[src/rtl/pipeline_stream_sink_if.sv]
// Dual-lane (data, valid) stream from the pipeline top into the sink,
// with the registered stall request flowing back upstream.
interface pipeline_stream_sink_if #(
    parameter int DATA_W = 32
);
    logic [DATA_W-1:0] in_data_1;
    logic              in_valid_1;
    logic [DATA_W-1:0] in_data_2;
    logic              in_valid_2;
    logic              stall_out;

    modport master (
        output in_data_1, in_valid_1, in_data_2, in_valid_2,
        input  stall_out
    );

    modport slave (
        input  in_data_1, in_valid_1, in_data_2, in_valid_2,
        output stall_out
    );
endinterface

[src/rtl/pipeline_stream_sink.sv]
// Receiving end of the dual-pipeline output: per-lane FIFOs drained at a throttled rate.
// Optional sequence checker enabled by defining SINK_SEQ_CHECK_EN.
module pipeline_stream_sink #(
    parameter int                DATA_W       = 32,
    parameter int                DEPTH        = 8,
    parameter int                STALL_MARGIN = 2,
    parameter int                DRAIN_DIV    = 4,
    parameter logic [DATA_W-1:0] EXP_INIT_1   = '0,
    parameter logic [DATA_W-1:0] EXP_INIT_2   = '0,
    parameter logic [DATA_W-1:0] EXP_STEP     = 1,
    parameter int                CNT_W        = 16
) (
    input  logic                    clk,
    input  logic                    reset,
    pipeline_stream_sink_if.slave   stream_if,
    output logic [31:0]             rx_count_1_o,
    output logic [31:0]             rx_count_2_o,
    output logic [CNT_W-1:0]        err_count_1_o,
    output logic [CNT_W-1:0]        err_count_2_o,
    output logic                    overflow_1_o,
    output logic                    overflow_2_o
);
    localparam int PTR_W = $clog2(DEPTH);
    localparam int OCC_W = $clog2(DEPTH + 1);
    localparam int DIV_W = (DRAIN_DIV > 1) ? $clog2(DRAIN_DIV) : 1;

    logic [DATA_W-1:0] lane_data [2];
    logic [1:0]        lane_valid;
    logic [1:0]        near_full;
    logic [31:0]       rx_cnt  [2];
    logic [CNT_W-1:0]  err_cnt [2];
    logic [1:0]        ovf;

    assign lane_data[0] = stream_if.in_data_1;
    assign lane_data[1] = stream_if.in_data_2;
    assign lane_valid   = {stream_if.in_valid_2, stream_if.in_valid_1};

    logic [DIV_W-1:0] div_q, div_d;
    logic             drain_tick;

    assign drain_tick = (div_q == DIV_W'(DRAIN_DIV - 1));
    assign div_d      = drain_tick ? '0 : div_q + 1'b1;

    for (genvar l = 0; l < 2; l++) begin : g_lane
        logic [DATA_W-1:0] mem_q [DEPTH];
        logic [PTR_W-1:0]  wr_ptr_q, rd_ptr_q;
        logic [OCC_W-1:0]  occ_q, occ_d;
        logic [31:0]       rx_q;
        logic              ovf_q;
        logic              empty, full, pop, push, drop;
        logic [DATA_W-1:0] popped;

        assign empty  = (occ_q == '0);
        assign full   = (occ_q == OCC_W'(DEPTH));
        assign pop    = drain_tick & ~empty;
        // A pop on the same cycle frees the slot, so a full FIFO still accepts.
        assign push   = lane_valid[l] & (~full | pop);
        assign drop   = lane_valid[l] & full & ~pop;
        assign popped = mem_q[rd_ptr_q];

        always_comb begin
            occ_d = occ_q;
            if (push && !pop) begin
                occ_d = occ_q + 1'b1;
            end else if (pop && !push) begin
                occ_d = occ_q - 1'b1;
            end
        end

        assign near_full[l] = (OCC_W'(DEPTH) - occ_d) <= OCC_W'(STALL_MARGIN);

        always_ff @(posedge clk) begin
            if (push) begin
                mem_q[wr_ptr_q] <= lane_data[l];
            end
        end

        always_ff @(posedge clk) begin
            if (reset) begin
                wr_ptr_q <= '0;
                rd_ptr_q <= '0;
                occ_q    <= '0;
                rx_q     <= '0;
                ovf_q    <= 1'b0;
            end else begin
                if (push) begin
                    wr_ptr_q <= wr_ptr_q + 1'b1;
                    rx_q     <= rx_q + 32'd1;
                end
                if (pop) begin
                    rd_ptr_q <= rd_ptr_q + 1'b1;
                end
                occ_q <= occ_d;
                if (drop) begin
                    ovf_q <= 1'b1;
                end
            end
        end

        assign rx_cnt[l] = rx_q;
        assign ovf[l]    = ovf_q;

`ifdef SINK_SEQ_CHECK_EN
        localparam logic [DATA_W-1:0] EXP_INIT = (l == 0) ? EXP_INIT_1 : EXP_INIT_2;
        logic [DATA_W-1:0] exp_q;
        logic [CNT_W-1:0]  err_q;

        // Expected value always follows the popped word so a gap costs one error only.
        always_ff @(posedge clk) begin
            if (reset) begin
                exp_q <= EXP_INIT;
                err_q <= '0;
            end else if (pop) begin
                if ((popped != exp_q) && (err_q != '1)) begin
                    err_q <= err_q + 1'b1;
                end
                exp_q <= popped + EXP_STEP;
            end
        end

        assign err_cnt[l] = err_q;
`else
        logic unused_popped;
        assign unused_popped = ^popped;
        assign err_cnt[l]    = '0;
`endif
    end

`ifndef SINK_SEQ_CHECK_EN
    logic unused_exp;
    assign unused_exp = ^{EXP_INIT_1, EXP_INIT_2, EXP_STEP};
`endif

    logic stall_q, stall_d;

    assign stall_d = |near_full;

    always_ff @(posedge clk) begin
        if (reset) begin
            div_q   <= '0;
            stall_q <= 1'b0;
        end else begin
            div_q   <= div_d;
            stall_q <= stall_d;
        end
    end

    assign stream_if.stall_out = stall_q;
    assign rx_count_1_o        = rx_cnt[0];
    assign rx_count_2_o        = rx_cnt[1];
    assign err_count_1_o       = err_cnt[0];
    assign err_count_2_o       = err_cnt[1];
    assign overflow_1_o        = ovf[0];
    assign overflow_2_o        = ovf[1];
endmodule
[src/flat_wrapper.sv]
// flat-port wrapper written by rule: the top's interface ports become plain ports
module pipeline_stream_sink_flat 
#(
    parameter int                DATA_W       = 32,
    parameter int                DEPTH        = 8,
    parameter int                STALL_MARGIN = 2,
    parameter int                DRAIN_DIV    = 4,
    parameter logic [DATA_W-1:0] EXP_INIT_1   = '0,
    parameter logic [DATA_W-1:0] EXP_INIT_2   = '0,
    parameter logic [DATA_W-1:0] EXP_STEP     = 1,
    parameter int                CNT_W        = 16
)
  (clk, reset, rx_count_1_o, rx_count_2_o, err_count_1_o, err_count_2_o, overflow_1_o, overflow_2_o, stream_if_in_data_1, stream_if_in_valid_1, stream_if_in_data_2, stream_if_in_valid_2, stream_if_stall_out);
  pipeline_stream_sink_if #(.DATA_W(DATA_W)) stream_if_i ();
  input  logic clk;
  input  logic reset;
  output logic [31:0] rx_count_1_o;
  output logic [31:0] rx_count_2_o;
  output logic [CNT_W-1:0] err_count_1_o;
  output logic [CNT_W-1:0] err_count_2_o;
  output logic overflow_1_o;
  output logic overflow_2_o;
  input wire logic [$bits(stream_if_i.in_data_1)-1:0] stream_if_in_data_1;
  input wire logic [$bits(stream_if_i.in_valid_1)-1:0] stream_if_in_valid_1;
  input wire logic [$bits(stream_if_i.in_data_2)-1:0] stream_if_in_data_2;
  input wire logic [$bits(stream_if_i.in_valid_2)-1:0] stream_if_in_valid_2;
  output wire logic [$bits(stream_if_i.stall_out)-1:0] stream_if_stall_out;
  assign stream_if_i.in_data_1 = stream_if_in_data_1;
  assign stream_if_i.in_valid_1 = stream_if_in_valid_1;
  assign stream_if_i.in_data_2 = stream_if_in_data_2;
  assign stream_if_i.in_valid_2 = stream_if_in_valid_2;
  assign stream_if_stall_out = stream_if_i.stall_out;
  pipeline_stream_sink #(.DATA_W(DATA_W), .DEPTH(DEPTH), .STALL_MARGIN(STALL_MARGIN), .DRAIN_DIV(DRAIN_DIV), .EXP_INIT_1(EXP_INIT_1), .EXP_INIT_2(EXP_INIT_2), .EXP_STEP(EXP_STEP), .CNT_W(CNT_W)) u_core (.clk(clk), .reset(reset), .stream_if(stream_if_i), .rx_count_1_o(rx_count_1_o), .rx_count_2_o(rx_count_2_o), .err_count_1_o(err_count_1_o), .err_count_2_o(err_count_2_o), .overflow_1_o(overflow_1_o), .overflow_2_o(overflow_2_o));
endmodule
[config.mk]
export PLATFORM = sky130hd
export DESIGN_NAME = pipeline_stream_sink_flat
export DESIGN_NICKNAME = d
export VERILOG_FILES = /design/src/rtl/pipeline_stream_sink_if.sv /design/src/rtl/pipeline_stream_sink.sv /design/src/flat_wrapper.sv
export SDC_FILE = /design/constraint.sdc
export NUM_CORES = 1
export LEC_CHECK = 0
export CAP_MARGIN = 20
export CORE_ASPECT_RATIO = 0.9
export CORE_MARGIN = 2
export CORE_UTILIZATION = 55
export DETAILED_ROUTE_END_ITERATION = 10
export DONT_BUFFER_PORTS = 1
export PLACE_DENSITY = 0.74
export SYNTH_ARGS = -nofsm -noshare
export SYNTH_HDL_FRONTEND = slang
export SYNTH_SLANG_ARGS = --single-unit
[constraint.sdc]
create_clock -name clk -period 3.8 [get_ports clk]
set_clock_uncertainty 0.2 [all_clocks]
set_input_delay 0.19 -clock clk [delete_from_list [all_inputs] [get_ports clk]]
set_output_delay 0.19 -clock clk [all_outputs]
set_load 0.01 [all_outputs]
==> qor.csv, run 1 <==
metric,value,unit
status,completed,
vdd_drop_max,0.000331,V
hold_viol_final,0,
seq_power_share,45.9,%
final_cell_area,0.00436,mm^2
power_frac_comb,19.9,%
layout.cells.non_filler,589,
antenna_left,0,
yosys-top-cells-count,"dfxtp_1 (77), nor2_1 (71), buf_4 (34)",
core,0.00747,mm^2
fp.dieH,86.8,um
rows,30,
start_util,56.1,%
p_switching,547,uW
multi_input_area,0.00236,mm^2
track_usage,19.6,%
vias,3280,
drc,0,
cp-start-kind,flop,
synth.cell_area,0.00419,mm^2
ys_async_sr_fraction,0,%
p_int,1.36,mW
final_max_slew_viol_count,0,
cts.sinks,77,
dp_hpwl,5.56,mm
dpl.cell_count,571,
ios,167,
grt_pass1_wl,13.0,mm
synthTopCellsByArea,"dfxtp_1 (37%), xor2_1 (6.5%), nor2_1 (6.4%)",
critPathBufInv,1,
yosys.area.top_type_share,36.8,%
ys_warn_count,0,
cts.hold.buffers_added,4,
die_area,0.00833,mm^2
overflow,0,
numCtsBuffers,9,
clkPwrFrac,34.2,%
grt_pass1_vias,2924,
hold_end,u_core.rx_count_2_o[0]$_SDFFE_PP0N_,
portBuffers,0,
end_kind,flop,
worst_pin_slew,0.696,ns
place_ws,0.603,ns
period_needed,3.22,ns
syn_inst,497,
ys_ff_latch,77,
cts_resized,0,
rsz0062_at_grt,no,
crit_path_max_fanout,9,
antenna_found_initial,0,
clk_pin_slew,0.08,ns
via_per_inst,5.57,
cts_htree_levels,3,
area_delta_synth_final,3.97,%
synthFlopType,dfxtp_1,
slowest_stage,or3b_2,
synth_cell_types,56,
grt_max_degree,78,
clock_path_buffers,2,
n_antenna_cell,0,
r2r-start,u_core.g_lane[1].occ_q[0]$_SDFF_PP0_,
r2r_cells,10,
cts_tree,yes,
critical_path.cell_chain,"inv_1, ha_1, or3b_2, a221oi_1, xnor2_1, ha_1, or3_1, o2111a_1, o211ai_1, a31oi_1",
worst_skew_pair.late_latency,0.34,ns
syn_avg_cell_area,8.43,um^2
synth_most_common_cell,dfxtp_1,
cts_setup_buffers,0,
rr_endpoint,u_core.stream_if.stall_out$_SDFF_PP0_,
drt_wl_total,8.22,mm
cp_top_family,simple AND/OR/NAND/NOR gates,
drv_cap,0,
power_density,437,mW/mm^2
p_leak,1.57,nW
swShare,28.7,%
slew_headroom,53.6,%
r2r_slack,0.58,ns
min_path_type,input port to flop,
max_stage_delay,0.49,ns
drive_gt1_share,5.88,%
synth-edff-count,0,
gp_congestion,0.847,
setup_violations,0,
place_area,0.00410,mm^2
avgRoutedWirePerCell,14.0,um
layout_worst_path_cycle_share,84.6,%
fmax,311,MHz
ys_seq_area_share,36.8,%
cts_root_buffer,clkbuf_8,
worstHoldStart,reset,
required,3.80,ns
postLayoutSetupSlackWorst,0.584,ns
arrival,3.22,ns
path_class,flop to flop,
seq_area,0.00154,mm^2
yosys.area.top_type,dfxtp_1,
critPathMostFrequentCell,ha_1,
fill_cells,681,
drtIter0Drc,119,
final_nets,569,
detail_route.first_pass.iterations,4,
hold_depth,2,
tns,0,ns
total_power,1.91,mW
die_w,96.0,um
-- worst max-delay path by stage --
stage	startpoint	end	slack, ns	cells after the start
after floorplan	u_core.g_lane[1].occ_q[0]$_SDFF_PP0_	u_core.stream_if.stall_out$_SDFF_PP0_	0.99	10
after global placement	u_core.g_lane[1].occ_q[0]$_SDFF_PP0_	u_core.stream_if.stall_out$_SDFF_PP0_	0.71	10
after detailed placement	u_core.g_lane[1].occ_q[1]$_SDFF_PP0_	u_core.stream_if.stall_out$_SDFF_PP0_	0.60	10
after CTS	u_core.g_lane[1].occ_q[1]$_SDFF_PP0_	u_core.stream_if.stall_out$_SDFF_PP0_	0.59	10
after global routing	u_core.g_lane[0].occ_q[1]$_SDFF_PP0_	u_core.stream_if.stall_out$_SDFF_PP0_	0.39	12
final	u_core.g_lane[1].occ_q[0]$_SDFF_PP0_	u_core.stream_if.stall_out$_SDFF_PP0_	0.58	10
-- through the flow --
| stage | utilization, % | hold WS (ns) |
|---|---|---|
| CTS | 58.3 | 0.000158 |
| global route | 58.3 | 0.0132 |
| global placement | 54.8 | 0.0687 |
| finish | 58.3 | 0.00713 |
| detailed placement | 54.8 | 0.0699 |
| floorplan | - | 0.208 |
-- layout make-up --
type	instances	area share, %
multi-input cells	379	54.2
clock inverters	4	1.72
inverters	19	1.64
repair buffers	4	1.32
well taps	96	2.76
clock buffers	10	2.93
flip-flops and latches	77	35.4
-- sequential cells by signal, summed over array words and instances (netlist names) --
register,cells
u_core.overflow_2_o,1
u_core.div_q,2
u_core.g_lane.occ_q,8
u_core.rx_count_2_o,32
u_core.rx_count_1_o,32
u_core.overflow_1_o,1
u_core.stream_if.stall_out,1
-- kinds of logic (layout without fill, tap and decap cells) --
logic type / after synthesis / after routing / share of synthesized area (%)
xor+xnor: 52 / 52 / 10.9
fa+ha+maj: 11 / 11 / 3.29
mux: 3 / 3 / 0.717
compound gates: 57 / 57 / 8.57
flops: 77 / 77 / 36.8
simple gates: 224 / 224 / 30.1
other cells: 1 / 32 / 0.0895
buf+inv: 72 / 37 / 9.59
-- cells in the final DEF, fill, tap and decap left out, types with 4 or more instances in the layout --
cell type / instances
dfxtp_1: 77
conb_1: 32
or3_1: 14
a21oi_1: 17
a31oi_1: 4
xnor2_1: 21
and2_1: 6
and3_1: 5
nor3_1: 14
nor2b_1: 9
nor2_1: 71
ha_1: 11
clkbuf_8: 9
nand4b_1: 4
o21ai_0: 17
nand3_1: 28
nand4_1: 11
nand2_1: 28
and4_1: 6
xor2_1: 31
inv_1: 19
-- worst reg2reg max path: stages, from the launching register on --
cell      delay, ns
dfxtp_1        0.35
inv_1          0.10
ha_1           0.32
or3b_2         0.49
a221oi_1       0.35
xnor2_1        0.22
ha_1           0.28
or3_1          0.37
o2111a_1       0.14
o211ai_1       0.11
a31oi_1        0.15
-- power by group through the flow --
stage	Combinational, mW	Sequential [mW]	Clock [mW]
2_1_floorplan	0.346	0.878	0
3_5_place_dp	0.359	0.893	0
5_1_grt	0.431	0.879	0.700
6_report	0.380	0.874	0.651
4_1_cts	0.381	0.873	0.669
3_3_place_gp	0.341	0.890	0
-- metal layers --
metal  vias up  GRT usage, %  share of wire [%]
li1       1634             -                  -
met1      1548          23.7                 45
met2        89          32.2                 48
met3         9          7.04                6.3
met4         0          6.75                1.0
met5         -             0                  0
No activity file was read; power rests on OpenSTA's default activity.
==> inputs of run 2 (changes only) <==
--- a/config.mk
+++ b/config.mk
@@ -11,7 +11,7 @@
 export CORE_UTILIZATION = 55
 export DETAILED_ROUTE_END_ITERATION = 10
 export DONT_BUFFER_PORTS = 1
-export PLACE_DENSITY = 0.74
+export PLACE_DENSITY = 0.77
 export SYNTH_ARGS = -nofsm -noshare
 export SYNTH_HDL_FRONTEND = slang
 export SYNTH_SLANG_ARGS = --single-unit
==> constraint.sdc (replaced) <==
create_clock -name clk -period 2.7 [get_ports clk]
set_clock_uncertainty 0.2 [all_clocks]
set_input_delay 0.135 -clock clk [delete_from_list [all_inputs] [get_ports clk]]
set_output_delay 0.135 -clock clk [all_outputs]
set_load 0.01 [all_outputs]
==> qor.csv, run 2 (synthesis gave the netlist of run 1 again) <==
metric,value,unit
status,completed,
seq_power_share,39.7,%
start_util,56.1,%
worst_skew_pair.late_latency,0.34,ns
overflow,0,
portBuffers,0,
grt_pass1_vias,3275,
cts_tree,yes,
final_nets,606,
period_needed,2.64,ns
path_class,flop to flop,
drive_gt1_share,17.7,%
p_leak,1.78,nW
cts_root_buffer,clkbuf_8,
end_kind,flop,
arrival,2.65,ns
p_switching,907,uW
dp_hpwl,6.03,mm
multi_input_area,0.00251,mm^2
drv_cap,0,
required,2.71,ns
fp.dieH,86.8,um
dpl.cell_count,598,
track_usage,21.4,%
ios,167,
numCtsBuffers,9,
via_per_inst,5.57,
swShare,29.7,%
grt_max_degree,77,
area_delta_synth_final,14.4,%
n_antenna_cell,0,
drtIter0Drc,161,
layout.cells.non_filler,627,
clock_path_buffers,2,
holdWs,0.0327,ns
vdd_drop_max,0.000464,V
vias,3491,
seq_area,0.00155,mm^2
rows,30,
fill_cells,626,
hold_viol_final,0,
power_density,637,mW/mm^2
antenna_found_initial,0,
clk_pin_slew,0.08,ns
tns,0,ns
min_path_type,input port to flop,
cp-start-kind,flop,
die_area,0.00833,mm^2
layout_worst_path_cycle_share,97.7,%
layout_common_cells,"dfxtp_1 (73), nor2_1 (70), buf_4 (33)",
worst_pin_slew,0.689,ns
slew_headroom,54.1,%
fmax,379,MHz
avgRoutedWirePerCell,14.5,um
drc,0,
setup_violations,0,
grt_pass1_wl,14.4,mm
rsz0062_at_grt,yes,
power_frac_comb,31.4,%
die_w,96.0,um
cts.sinks,77,
drt_wl_total,9.12,mm
final_common_cell,dfxtp_1,
clkPwrFrac,28.9,%
detail_route.first_pass.iterations,4,
core,0.00747,mm^2
antenna_left,0,
final_max_slew_viol_count,0,
gp_congestion,0.831,
p_int,2.14,mW
cts_htree_levels,3,
crit_path_max_fanout,3,
-- run 2: cell types whose count changed in the layout (fill, tap and decap cells not counted), sizes merged --
cell	change
bufinv	-1
clkbuf	+2
buf	+34
dlygate4sd3	+3
-- run 2: worst paths after layout --
path	startpoint	to	depth (start not counted)	slack [ns]
worst max-delay path	u_core.g_lane[0].occ_q[1]$_SDFF_PP0_	u_core.stream_if.stall_out$_SDFF_PP0_	12	0.06
worst min register to register	u_core.div_q[0]$_SDFF_PP0_	u_core.div_q[0]$_SDFF_PP0_	1	0.25
worst max register to register	u_core.g_lane[0].occ_q[1]$_SDFF_PP0_	u_core.stream_if.stall_out$_SDFF_PP0_	12	0.06
worst min-delay path	stream_if_in_valid_2	u_core.rx_count_2_o[7]$_SDFFE_PP0N_	4	0.03
-- run 2: cell type report --
| type | count | share of cell area [%] |
|---|---|---|
| tap | 96 | 2.51 |
| clock inverter | 3 | 0.940 |
| sequential | 77 | 32.3 |
| multi-input combinational | 379 | 52.3 |
| clock buffer | 12 | 3.24 |
| timing repair buffer | 41 | 7.23 |
| inverter | 19 | 1.49 |
-- run 2: worst max-delay path, cell delays in order, from the launching register on --
cell     delay [ns]
dfxtp_2        0.33
inv_2          0.07
ha_4           0.17
nor2b_4        0.17
nor3_2         0.06
or4_4          0.53
and2_4         0.19
ha_4           0.25
inv_2          0.03
o21ai_2        0.17
nor3b_2        0.06
mux2i_1        0.15
a31oi_1        0.11
-- run 2: what timing repair did --
item                       in CTS  in global routing
setup buffers                   1                  6
cloned                          0                  0
hold buffers                    7                  0
gates resized for setup         3                 31
hold endpoints to repair       77                  0
pin swaps                       2                 11
setup endpoints to repair       1                  1
-- run 2: power by group through the flow --
stage / registers (mW) / logic (mW) / clock network (mW)
6_report: 1.21 / 0.960 / 0.882
2_1_floorplan: 1.24 / 0.514 / 0
5_1_grt: 1.21 / 1.05 / 0.944
4_1_cts: 1.20 / 0.767 / 0.914
3_3_place_gp: 1.23 / 0.664 / 0
3_5_place_dp: 1.23 / 0.708 / 0
-- run 2: metrics by stage --
step / power (mW) / setup WS [ns] / instance area (um^2) / util, %
final: 3.05 / 0.0614 / 4790 / 64.1
after global routing: 3.21 / -0.0803 / 4790 / 64.1
after CTS: 2.88 / 0.000143 / 4630 / 61.9
after detailed placement: 1.94 / -0.0664 / 4320 / 57.8
after global placement: 1.89 / -0.00718 / 4320 / 57.8
after floorplan: 1.75 / 0.0120 / 4330 / -
-- run 2: metal layers --
| layer | track usage, % | share of wire (%) |
|---|---|---|
| met1 | 24.0 | 41 |
| met2 | 36.9 | 50 |
| met3 | 8.26 | 7.2 |
| met4 | 7.53 | 0.98 |
| met5 | 0 | 0 |
==> inputs of run 3 (changes only) <==
==> constraint.sdc (replaced) <==
create_clock -name clk -period 2.7 [get_ports clk]
set_clock_uncertainty 0.2 [all_clocks]
set_input_delay 0.81 -clock clk [delete_from_list [all_inputs] [get_ports clk]]
set_output_delay 0.81 -clock clk [all_outputs]
set_load 0.01 [all_outputs]
==> qor.csv, run 3 (synthesis gave the netlist of run 1 again) <==
metric,value,unit
start_util,56.1,%
dr_wl_met2,4.29,mm
layout.cells.non_filler,622,
drc,0,
core,0.00747,mm^2
worst_pin_slew,0.527,ns
rr_endpoint,u_core.stream_if.stall_out$_SDFF_PP0_,
total_power,2.95,mW
ios,167,
crit_path_max_fanout,4,
via_per_inst,5.56,
worstHoldStart,u_core.div_q[0]$_SDFF_PP0_,
gp_congestion,0.872,
cts_htree_levels,3,
startpoint,u_core.g_lane[1].occ_q[0]$_SDFF_PP0_,
period_needed,2.68,ns
drv_cap,0,
worst_skew_pair.late_latency,0.35,ns
place_area,0.00438,mm^2
p_leak,1.73,nW
drive_gt1_share,16.3,%
slew_headroom,64.8,%
numCtsBuffers,9,
fp.dieH,86.8,um
cts.sinks,77,
grt_max_degree,78,
hold_viol_final,0,
rows,30,
die_w,96.0,um
hold_end,u_core.div_q[0]$_SDFF_PP0_,
final_nets,600,
clock_path_buffers,2,
dpl.cell_count,602,
cp_top_family,simple AND/OR/NAND/NOR gates,
grt_pass1_wl,14.3,mm
min_path_type,flop to flop,
overflow,0,
portBuffers,0,
postLayoutSetupSlackWorst,0.0235,ns
critPathMostFrequentCell,ha_4,
drt_wl_total,8.65,mm
fmax,374,MHz
drtIter0Drc,158,
r2r-start,u_core.g_lane[1].occ_q[0]$_SDFF_PP0_,
cts_tree,yes,
track_usage,21.2,%
final_max_slew_viol_count,0,
slowest_stage,or3_4,
hold_depth,1,
layout_worst_path_cycle_share,99.1,%
max_stage_delay,0.35,ns
final_common_cell,dfxtp_1,
rsz0062_at_grt,yes,
n_antenna_cell,0,
wl_met1,3.66,mm
antenna_found_initial,0,
end_kind,flop,
die_area,0.00833,mm^2
wl_met3,589,um
arrival,2.68,ns
setup_violations,0,
vdd_drop_max,0.000383,V
cp-start-kind,flop,
cts_root_buffer,clkbuf_8,
power_density,630,mW/mm^2
r2r_slack,0.02,ns
layout_common_cells,"dfxtp_1 (75), nor2_1 (71), buf_4 (34)",
detail_route.first_pass.iterations,4,
cts.hold.buffers_added,0,
fill_cells,629,
clk_pin_slew,0.08,ns
seq_area,0.00154,mm^2
place_ws,-0.201,ns
r2r_cells,12,
grt_pass1_vias,3264,
antenna_left,0,
critPathBufInv,2,
routed.top_layer,met4,
final_cell_area,0.00468,mm^2
vias,3460,
multi_input_area,0.00250,mm^2
status,completed,
critical_path.cell_chain,"inv_2, ha_4, buf_6, or2b_4, a211oi_2, a21oi_2, or2_4, ha_4, or3_4, o2111a_1, o211ai_1, a31oi_1",
area_delta_synth_final,11.8,%
path_class,flop to flop,
avgRoutedWirePerCell,13.9,um
dp_hpwl,6.08,mm
required,2.71,ns
[run 3: cell types whose count changed in the layout (fill, tap and decap cells not counted), moves of 2 or more]
cell	delta
inv_2	-2
dfxtp_1	+2
dlygate4sd3_1	-6
nor3_1	+2
inv_1	+2
dfxtp_2	-2
nor3_2	-2
[run 3: worst max path at each step]
stage	to	slack, ns	cells past startpoint
floorplan	u_core.stream_if.stall_out$_SDFF_PP0_	-0.13	11
global placement	u_core.stream_if.stall_out$_SDFF_PP0_	-0.15	10
detailed placement	u_core.stream_if.stall_out$_SDFF_PP0_	-0.20	8
CTS	u_core.stream_if.stall_out$_SDFF_PP0_	0.008	12
global route	u_core.stream_if.stall_out$_SDFF_PP0_	-0.12	12
finish	u_core.stream_if.stall_out$_SDFF_PP0_	0.02	12
[run 3: area by class of cell]
| type | count | area share, % |
|---|---|---|
| clock inverter | 4 | 0.695 |
| tap | 96 | 2.56 |
| inverter | 19 | 1.52 |
| timing repair buffer | 35 | 5.69 |
| sequential | 77 | 33.0 |
| clock buffer | 12 | 3.10 |
| multi-input combinational | 379 | 53.5 |
[run 3: per-layer routing]
metal	GRT usage, %	vias up
li1	-	1695
met1	25.6	1641
met2	35.6	109
met3	7.22	15
met4	6.23	0
met5	0	-
[run 3: repair_timing]
action,CTS,global route
pin swaps,5,3
setup endpoints to repair,1,1
resized for setup,10,10
buffers inserted,3,1
gates cloned,0,0
[run 3: stage by stage]
step	util, %	hold slack (ns)	TNS [ns]
floorplan	-	0.208	-0.127
global placement	58.7	0.211	-0.147
detailed placement	58.7	0.218	-0.201
CTS	62.1	0.228	0
global route	62.7	0.250	-0.115
finish	62.7	0.229	0
[run 3: power by group]
| part | internal [mW] | leakage [nW] | switching (mW) |
|---|---|---|---|
| clock | 0.364 | 0.0832 | 0.415 |
| combinational | 0.519 | 1.02 | 0.445 |
| sequential | 1.18 | 0.623 | 0.0297 |
